### config.mk
export PLATFORM = sky130hd
export DESIGN_NAME = mips_data_dump_sequencer
export DESIGN_NICKNAME = d
export VERILOG_FILES = /design/src/rtl/mips_data_dump_sequencer.sv
export SDC_FILE = /design/constraint.sdc
export NUM_CORES = 1
export LEC_CHECK = 0
export CORE_MARGIN = 3
export CORE_UTILIZATION = 33
export CTS_CLUSTER_SIZE = 24
export DETAILED_ROUTE_END_ITERATION = 16
export PLACE_DENSITY = 0.88
export SLEW_MARGIN = 40
export SYNTH_ARGS = -nofsm -noshare
export SYNTH_HDL_FRONTEND = slang
export SYNTH_SLANG_ARGS = --single-unit
### constraint.sdc
create_clock -name clk -period 2.6 [get_ports clk]
set_clock_uncertainty 0.2 [all_clocks]
set_input_delay 0.52 -clock clk [delete_from_list [all_inputs] [get_ports clk]]
set_output_delay 0.52 -clock clk [all_outputs]
set_load 0.1 [all_outputs]
### src/rtl/mips_data_dump_sequencer.sv
// mips_data_dump_sequencer
// Owns the data-memory port between the CPU and the data RAM. While the CPU runs,
// its data-port signals pass straight through to the RAM. Once the CPU drops
// `active`, the block takes over the port. It reads WORD_COUNT words starting at
// BASE_ADDR and streams them out on a valid/ready port.
module mips_data_dump_sequencer #(
   parameter logic [31:0] BASE_ADDR  = 32'h0000_0480,
   parameter int          WORD_COUNT = 30,
   parameter int          IDX_W      = 8
) (
   input  logic              clk,
   input  logic              reset,
   input  logic              active,
   input  logic [31:0]       cpu_data_address,
   input  logic              cpu_data_write,
   input  logic              cpu_data_read,
   input  logic [31:0]       cpu_data_writedata,
   output logic [31:0]       cpu_data_readdata,
   output logic [31:0]       data_address,
   output logic              data_write,
   output logic              data_read,
   output logic [31:0]       data_writedata,
   input  logic [31:0]       data_readdata,
   output logic              dump_valid,
   input  logic              dump_ready,
   output logic [31:0]       dump_data,
   output logic [IDX_W-1:0]  dump_index,
   output logic              busy,
   output logic              done,
   output logic              conflict
);

   typedef enum logic [2:0] {
      WAIT_START,
      RUN,
      READ,
      PRESENT,
      DONE
   } state_t;

   // The dump base address is always word aligned; the low two bits are ignored.
   localparam logic [31:0]      BASE_ALIGNED = {BASE_ADDR[31:2], 2'b00};
   // This value is only meaningful when WORD_COUNT > 0.
   // With WORD_COUNT == 0, RUN goes straight to DONE and this value is never compared.
   localparam logic [IDX_W-1:0] LAST_IDX     = IDX_W'(WORD_COUNT - 1);

   state_t            state_reg;
   logic [IDX_W-1:0]  idx_reg;
   logic [31:0]       dump_data_reg;
   logic              dump_valid_reg;
   logic              busy_reg;
   logic              done_reg;
   logic              conflict_reg;
   logic [31:0]       dump_address;

   // Address arithmetic wraps modulo 2**32.
   // A base near the top of memory therefore rolls over into low addresses.
   assign dump_address = BASE_ALIGNED + (32'(idx_reg) << 2);

   assign cpu_data_readdata = data_readdata;
   assign dump_valid        = dump_valid_reg;
   assign dump_data         = dump_data_reg;
   assign dump_index        = idx_reg;
   assign busy              = busy_reg;
   assign done              = done_reg;
   assign conflict          = conflict_reg;

   // RAM port ownership: pass-through unless the sequencer is mid-dump.
   always_comb begin
      data_address   = cpu_data_address;
      data_write     = cpu_data_write;
      data_read      = cpu_data_read;
      data_writedata = cpu_data_writedata;
      if (busy_reg) begin
         data_address   = dump_address;
         data_write     = 1'b0;
         data_read      = (state_reg == READ);
         data_writedata = 32'h0;
      end
   end

   // Sequencer FSM with registered status outputs.
   always_ff @(posedge clk) begin
      if (reset) begin
         state_reg      <= WAIT_START;
         idx_reg        <= '0;
         dump_data_reg  <= 32'h0;
         dump_valid_reg <= 1'b0;
         busy_reg       <= 1'b0;
         done_reg       <= 1'b0;
         conflict_reg   <= 1'b0;
      end else begin
         // Any CPU strobe while the port is taken is blocked and flagged.
         if (busy_reg && (cpu_data_write || cpu_data_read))
            conflict_reg <= 1'b1;

         case (state_reg)
            WAIT_START: begin
               if (active)
                  state_reg <= RUN;
            end
            RUN: begin
               if (!active) begin
                  if (WORD_COUNT == 0) begin
                     state_reg <= DONE;
                     done_reg  <= 1'b1;
                  end else begin
                     state_reg <= READ;
                     busy_reg  <= 1'b1;
                  end
               end
            end
            READ: begin
               dump_data_reg  <= data_readdata;
               dump_valid_reg <= 1'b1;
               state_reg      <= PRESENT;
            end
            PRESENT: begin
               if (dump_ready) begin
                  dump_valid_reg <= 1'b0;
                  if (idx_reg == LAST_IDX) begin
                     state_reg <= DONE;
                     busy_reg  <= 1'b0;
                     done_reg  <= 1'b1;
                  end else begin
                     idx_reg   <= idx_reg + 1'b1;
                     state_reg <= READ;
                  end
               end
            end
            DONE: begin
               state_reg <= DONE;
            end
            default: begin
               state_reg <= WAIT_START;
            end
         endcase
      end
   end

endmodule
# Word-level counts from Yosys, hierarchy flattened
# Cells that the tools add are included.
# totals
input_bits,102
reg_bits,47
elab_cells,44
output_inout_bits,142
# classes
n_bitwise,1
n_reduce_logical,10
n_mux,15
n_eq_ne,9
n_addsub,2
# ops
operator,count
32-bit two-way mux,2
3-bit case mux with 5 select lines,1
"11-bit by 10-bit adder with 12-bit output, first input constant",1
3-bit two-way mux,4
3-bit AND reduction,3
"8-bit by 1-bit adder with 8-bit output, second input constant",1
"8-bit by 5-bit equality test with 1-bit output, second input constant",1
"2-bit inequality test, second input constant",4
"3-bit by 2-bit equality test with 1-bit output, second input constant",2
1-bit two-way mux,6
1-bit case mux with 2 select lines,2
4-bit AND reduction,1
2-bit nonzero test,2
"3-bit by 1-bit equality test with 1-bit output, second input constant",1
"3-bit equality test, second input constant",1
3-bit logical NOT,1
2-bit AND reduction,1
1-bit logical AND,1
1-bit logical OR,1
1-bit inverter,1

# Longest topological paths before layout
# Gate-level depths: netlist (run 1).
# logic_depth
ltp_word,4
ltp_mapped,6
mapped_depth_nobuf,6

# Worst setup path after synthesis (run 1)
# Ideal clock, no wire load.
# synth_path
path_kind,reg-to-output
startpoint,"register busy_reg, in the netlist busy"
endpoint,output port data_address[10]
arrival_ns,3.184
setup_slack_ns,-1.304
stages_incl_launch_ff,5
required_time_ns,1.880
path_buffers,2
cell_sequence,dfxtp_1 buf_2 buf_2 nor2_1 a41oi_1
# synth_via
elab_chain_cells,1
# synth_lines
item,line,rtl
from (decl),51,logic busy_reg;
from (signal assigned),89,busy_reg <= 1'b0;
from (signal assigned),109,busy_reg <= 1'b1;
from (signal assigned),123,busy_reg <= 1'b0;
32-bit two-way mux,74,if (busy_reg) begin
to (decl),19,"output logic [31:0] data_address,"
# Every way passes these cells.

# Final worst setup path (run 1)
# layout_path
startpoint,"register idx_reg[5], in the netlist dump_index[5]"
endpoint,output port data_address[9]
# layout_via
elab_chain_cells,2
# layout_lines
item,line,rtl
from (decl),48,logic [IDX_W-1:0] idx_reg;
from (signal assigned),126,idx_reg <= idx_reg + 1'b1;
11-bit by 10-bit adder with 12-bit output,58,assign dump_address = BASE_ALIGNED + (32'(idx_reg) << 2);
32-bit two-way mux,74,
# Every way passes these cells.

==> run metrics, run 1 <==
status complete, no violations; Crit Path Class reg -> out; startpoint types register; top achievable clock speed roughly 0.42 GHz; CORE AREA 7410 um2; die area just under 9000 um2; Area Growth Syn to Fin 130%; Crit Path Max Fanout 8; mux cell area share after synthesis 4.34%; setup violators final 0; peak supply drop about 0.00044 V; Via Count 2996; Lkg Pwr ~2.4 nW; Worst Path Arrival around 1700 ps; Post-Syn Area per Cell between 7 and 8 um2; Seq. cell area approximately 950 um2; fin. max-slew vios 0; Post-Synth XOR/XNOR Area less than 1%; routability congestion estimate 0.801; CTS tree yes; Final Hold Fails 0; Wirelength per Cell ~19 um; area of the multi-input gates roughly 1300 um2; total chip power 0.00310 W; number of diodes 0; Post-DP HPWL a little under 10000 um; #FFs+latches synth 47; filler cell count roughly 460; DR vias/cell between 4 and 5; first-pass GRT wire length roughly 17000 um; RSZ-0062 raised after global routing no; antenna violations before repair 0; Seq/Total Area, Yosys 36.7%; Iter 0 DRT Violations 73; Syn Inst Count roughly 330; IO Pins 244; setup tns final 0 ps; clock sinks 47; Hold Crit Class reg -> reg; DRC Markers 0; std cell rows 31; I/O Buffers between 200 and 250; worst slew pin tran roughly 700 ps; Crit. End Element output pin; Simple-Gate Fraction of Synth Area between 30% and 40%; main combinational cell family by area after synthesis simple AND/OR/NAND/NOR gates; Routed WL roughly 12000 um; mapped cell area about 2600 um2; vias in the first global route ~3000; gr ovfl total 0; Yosys cell types 34; layout cells sized above 1 about 36%; number of nets in the layout between 600 and 700; die span in x 94.2 um; Synth Area in Compound Gates roughly an eighth; Adder-Cell Fraction of Synth Area between 1.5 and 2%; remaining antenna violation count 0; total iterations of the first detailed-routing run 4; Tcrit/Tclk final between 90% and 100%; Critical Path RT 1880 ps; max FFs per register 32; largest net degree at the start of global routing 48; CTS max path bufs 2; max-cap violation count 0; CTS root buf clkbuf_8; power per cell area about 520 nW/um2; cts bufs inserted 5; Yosys warning count 0; Clock transition at path regs ~90 ps; Die H roughly 94 um; Tot GR Track Use approximately a quarter; Slew HR 53.5%; syn_nets between 400 and 500; Tmin final between 2000 and 2500 ps; Initial Utilization 34.6%; Worst-Skew Late Latency 300 ps; htree depth 2
==> area by class of cell <==
| class | count | share of cell area, % |
|---|---|---|
| repair buffers | 248 | 57.1 |
| inverters | 6 | 0.382 |
| well taps | 99 | 2.10 |
| multi-input cells | 220 | 22.4 |
| clock inverters | 3 | 0.806 |
| clock buffers | 5 | 1.17 |
| flip-flops and latches | 47 | 16.1 |
==> worst max-delay path, cell delays in order, from the launching register on <==
cell	delay, ps
dfxtp_2	460
ha_1	220
ha_1	230
mux2_2	290
buf_12	170
==> metal layers <==
layer / up-vias / GRT usage, % / wire, um
met5: - / 0 / 0
met4: 0 / 8.90 / 346
met3: 20 / 9.70 / 1210
met2: 134 / 49.0 / 6660
met1: 1403 / 22.5 / 3680
li1: 1439 / - / -
==> cell families (layout without fill, tap and decap cells) <==
| kind of cell | after synthesis | in the layout |
|---|---|---|
| flops | 47 | 47 |
| xor+xnor | 1 | 1 |
| buf+inv | 58 | 262 |
| compound gates | 56 | 56 |
| fa+ha+maj | 4 | 4 |
| mux | 10 | 10 |
| simple gates | 149 | 149 |
==> layout by cell type, fill, tap and decap left out, types with 7 or more instances in the layout <==
master | Yosys | routed
clkdlybuf4s50_1 | 0 | 101
buf_12 | 0 | 100
nand2_1 | 66 | 66
buf_4 | 32 | 47
nor2b_1 | 55 | 45
a21oi_1 | 44 | 44
dfxtp_1 | 47 | 43
nor2b_2 | 0 | 10
mux2_2 | 9 | 9
nor2_1 | 7 | 7
==> final timing paths <==
check                startpoint               to  slack (ps)  depth (start not counted)
hold / removal     dump_data[3]     dump_data[3]         260                          2
hold reg to reg    dump_data[3]     dump_data[3]         260                          2
setup reg to reg  dump_index[1]    dump_index[5]         720                          6
setup / recovery  dump_index[5]  data_address[9]         210                          4
==> through the flow <==
| step | cells | hold slack [ps] | setup slack [ps] | cell area (um2) | utilization (%) |
|---|---|---|---|---|---|
| finish | 628 | 260 | 205 | 5900 | 79.6 |
| floorplan | 325 | 309 | -160 | 2630 | - |
| CTS | 627 | 262 | 89.4 | 5880 | 79.3 |
| global placement | 619 | 240 | 383 | 5760 | 77.8 |
| detailed placement | 619 | 249 | 347 | 5760 | 77.8 |
| global route | 628 | 279 | 152 | 5900 | 79.6 |
==> where the power goes <==
group	leakage (nW)	internal [W]	switching (W)
combinational	1.98	0.000616	0.00116
clock	0.0587	0.000292	0.000261
sequential	0.383	0.000741	0.0000247
total	2.42	0.00165	0.00145
==> cells in the mapped netlist <==
master | n | area share, %
a2111oi_0 | 1 | 0.34
a21oi_1 | 44 | 8.6
a32oi_1 | 1 | 0.34
a41oi_1 | 1 | 0.34
and3_2 | 1 | 0.29
and4b_4 | 1 | 0.54
buf_1 | 2 | 0.29
buf_2 | 5 | 0.97
buf_4 | 32 | 9.4
buf_6 | 3 | 1.3
clkbuf_1 | 9 | 1.3
clkbuf_2 | 1 | 0.19
dfxtp_1 | 47 | 37
ha_1 | 4 | 2.0
inv_1 | 6 | 0.88
mux2_2 | 9 | 3.9
mux2i_1 | 1 | 0.39
nand2_1 | 66 | 9.7
nand3_1 | 4 | 0.78
nand4_1 | 1 | 0.24
nand4b_1 | 1 | 0.34
nor2_1 | 7 | 1.0
nor2b_1 | 55 | 13
nor3b_2 | 1 | 0.49
nor4_1 | 1 | 0.24
o21ai_0 | 6 | 1.2
o21ai_4 | 1 | 0.63
o31ai_1 | 2 | 0.58
or2_2 | 1 | 0.24
or3_1 | 4 | 0.97
or3_4 | 2 | 0.88
or3b_2 | 2 | 0.68
or4_1 | 2 | 0.58
xor2_1 | 1 | 0.34
==> repair_timing <==
action                     4_1_cts  5_1_grt
resized for setup                0        0
setup buffers                    0        1
setup endpoints to repair        0        3
hold buffers                     0        0
(Power assumes the default switching activity.)
==> run 2, diff against run 1 <==
Settings changed: CTS_CLUSTER_SIZE 24 to 30, SETUP_SLACK_MARGIN set to 0.02.
==> results of run 2 <==
Same layout as run 1: the final DEF is identical, and so are final timing and power.
==> run 3, diff against run 2 <==
Settings changed: CAP_MARGIN set to 15, CORE_UTILIZATION 33 to 31, PLACE_DENSITY 0.88 to 0.84.
Clock period 2.6 ns to 2.52 ns, I/O delays scaled along.
==> run metrics, run 3 (synthesis gave the netlist of run 1 again) <==
first-pass GRT wire length 16900 um (was 16700 um); largest net degree at the start of global routing 38 (was 48); most frequent cells in the layout clkdlybuf4s50_1, buf_12, nand2_1 (unchanged); Crit. End Element output pin (unchanged); Wirelength per Cell 17.4 um (was 18.9 um); Crit Path Class reg -> out (unchanged); DRC Markers 0 (unchanged); CTS root buf clkbuf_8 (unchanged); worst slew pin tran 687 ps (was 698 ps); Routed WL 11000 um (was 11900 um); vias in the first global route 3034 (was 3061); WHS Path Cells 2 (unchanged); R2R cell count 6 (unchanged); met3 Track Usage GR 6.20% (was 9.70%); fin. max-slew vios 0 (unchanged); max-cap violation count 0 (unchanged); most common cell after layout, fill and taps aside clkdlybuf4s50_1 (unchanged); cts bufs inserted 5 (unchanged); filler cell count 496 (was 462); max FFs per register 32 (unchanged); final worst setup slack 174 ps (was 205 ps); Tcrit/Tclk final 93.1%; worst-path cell chain ha_1 -> ha_1 -> mux2_2 -> buf_12 (unchanged); Crit Path Max Fanout 8 (unchanged); post-route cell area 5880 um2 (was 5900 um2); top achievable clock speed around 0.43 GHz; die span in x 97.0 um (was 94.2 um); Tmin final ~2300 ps; DR vias/cell 4.69 (was 4.77); cell repeated most along the worst path ha_1 (unchanged); htree depth 2 (unchanged); Post CTS Setup Buffer Count 0 (unchanged); Via Count 2961 (was 2996); peak supply drop 0.000356 V (was 0.000443 V); antenna violations before repair 0 (unchanged); routability congestion estimate 0.952 (was 0.801); Worst-Skew Late Latency 290 ps (was 300 ps); power per cell area 536 nW/um2 (was 525 nW/um2); Worst Path Arrival 1640 ps (was 1670 ps); Core Util, Final 74.6% (was 79.6%); Iter 0 DRT Violations 111 (was 73); CP Launch Point dump_index[5] (unchanged); Initial Utilization 32.5% (was 34.6%); RR Startpoint dump_index[1] (unchanged); Clock transition at path regs 80 ps (was 90 ps); Final Hold Fails 0 (unchanged); Top Usage Layer GRT met2 (unchanged); total iterations of the first detailed-routing run 4 (unchanged); startpoint types register (unchanged); number of diodes 0 (unchanged); gr ovfl total 0 (unchanged); Seq. cell area 948 um2 (unchanged); hold_buf cts 0 (unchanged); CTS tree yes (unchanged); status complete, no violations (unchanged); Die H 97.0 um (was 94.2 um); layout cells sized above 1 35.7% (unchanged); IO Pins 244 (unchanged); grt met1 use 21.9% (was 22.5%); CTS max path bufs 2 (unchanged); setup violators final 0 (unchanged); Tot GR Track Use 22.2% (was 24.8%); remaining antenna violation count 0 (unchanged); RSZ-0062 raised after global routing no (unchanged); Lkg Pwr 2.42 nW (about the same); area of the multi-input gates 1320 um2 (unchanged); DP Area 5770 um2 (was 5760 um2); HP Start dump_data[14] (was dump_data[3]); WHS 257 ps (was 260 ps); I/O Buffers 243 (unchanged); crit-path max cell delay 390 ps (was 460 ps); cts repair resizes 0 (unchanged); Slew HR 54.2% (was 53.5%); CORE AREA 7890 um2 (was 7410 um2); std cell rows 32 (was 31); pre-CTS setup slack 280 ps (was 347 ps); Crit-path slowest cell dfxtp_2 (unchanged); Critical Path RT 1820 ps (was 1880 ps); Area Growth Syn to Fin 129% (was 130%); die area 9410 um2 (was 8870 um2); clock sinks 47 (unchanged); met2 usage 45.3% (was 49.0%); number of nets in the layout 634 (unchanged); Hold Crit Class reg -> reg (unchanged); Post-DP HPWL 9260 um (was 9910 um)
[run 3: path summary, 6_finish.rpt]
path | to | slack [ps]
worst max-delay path | data_address[9] | 170
worst min-delay path | dump_data[14] | 260
worst max register to register | dump_index[5] | 640
worst min register to register | dump_data[14] | 260
[run 3: final cells by class]
class / instances / share of cell area (%)
clock buffer: 5 / 1.17
clock inverter: 3 / 0.744
inverter: 6 / 0.383
multi-input combinational: 220 / 22.4
sequential: 47 / 16.1
tap: 102 / 2.17
timing repair buffer: 248 / 57.0
[run 3: layer usage]
layer	vias up	part of all wire, %
li1	1439	-
met1	1368	33
met2	143	58
met3	11	7.9
met4	0	1.2
met5	-	0
[run 3: report_power, final]
group / internal, W / total, W / switching [W]
Clock: 0.000295 / 0.000545 / 0.000249
Combinational: 0.000633 / 0.00182 / 0.00118
Sequential: 0.000765 / 0.000791 / 0.0000265
Total: 0.00169 / 0.00315 / 0.00146
[run 3: through the flow]
step | total power (W) | instances | setup TNS (ps)
floorplan | 0.00193 | 325 | -10080
global placement | 0.00262 | 623 | 0
detailed placement | 0.00263 | 623 | 0
CTS | 0.00318 | 631 | 0
global route | 0.00324 | 631 | 0
finish | 0.00315 | 631 | 0
[run 3: worst max-delay path, delay by kind of cell, from the launching register on]
| kind | cells | cell delay, ps |
|---|---|---|
| multiplexers | 1 | 290 |
| buffers and inverters | 1 | 170 |
| flip-flops | 1 | 390 |
| adder cells (fa/ha/maj) | 2 | 500 |
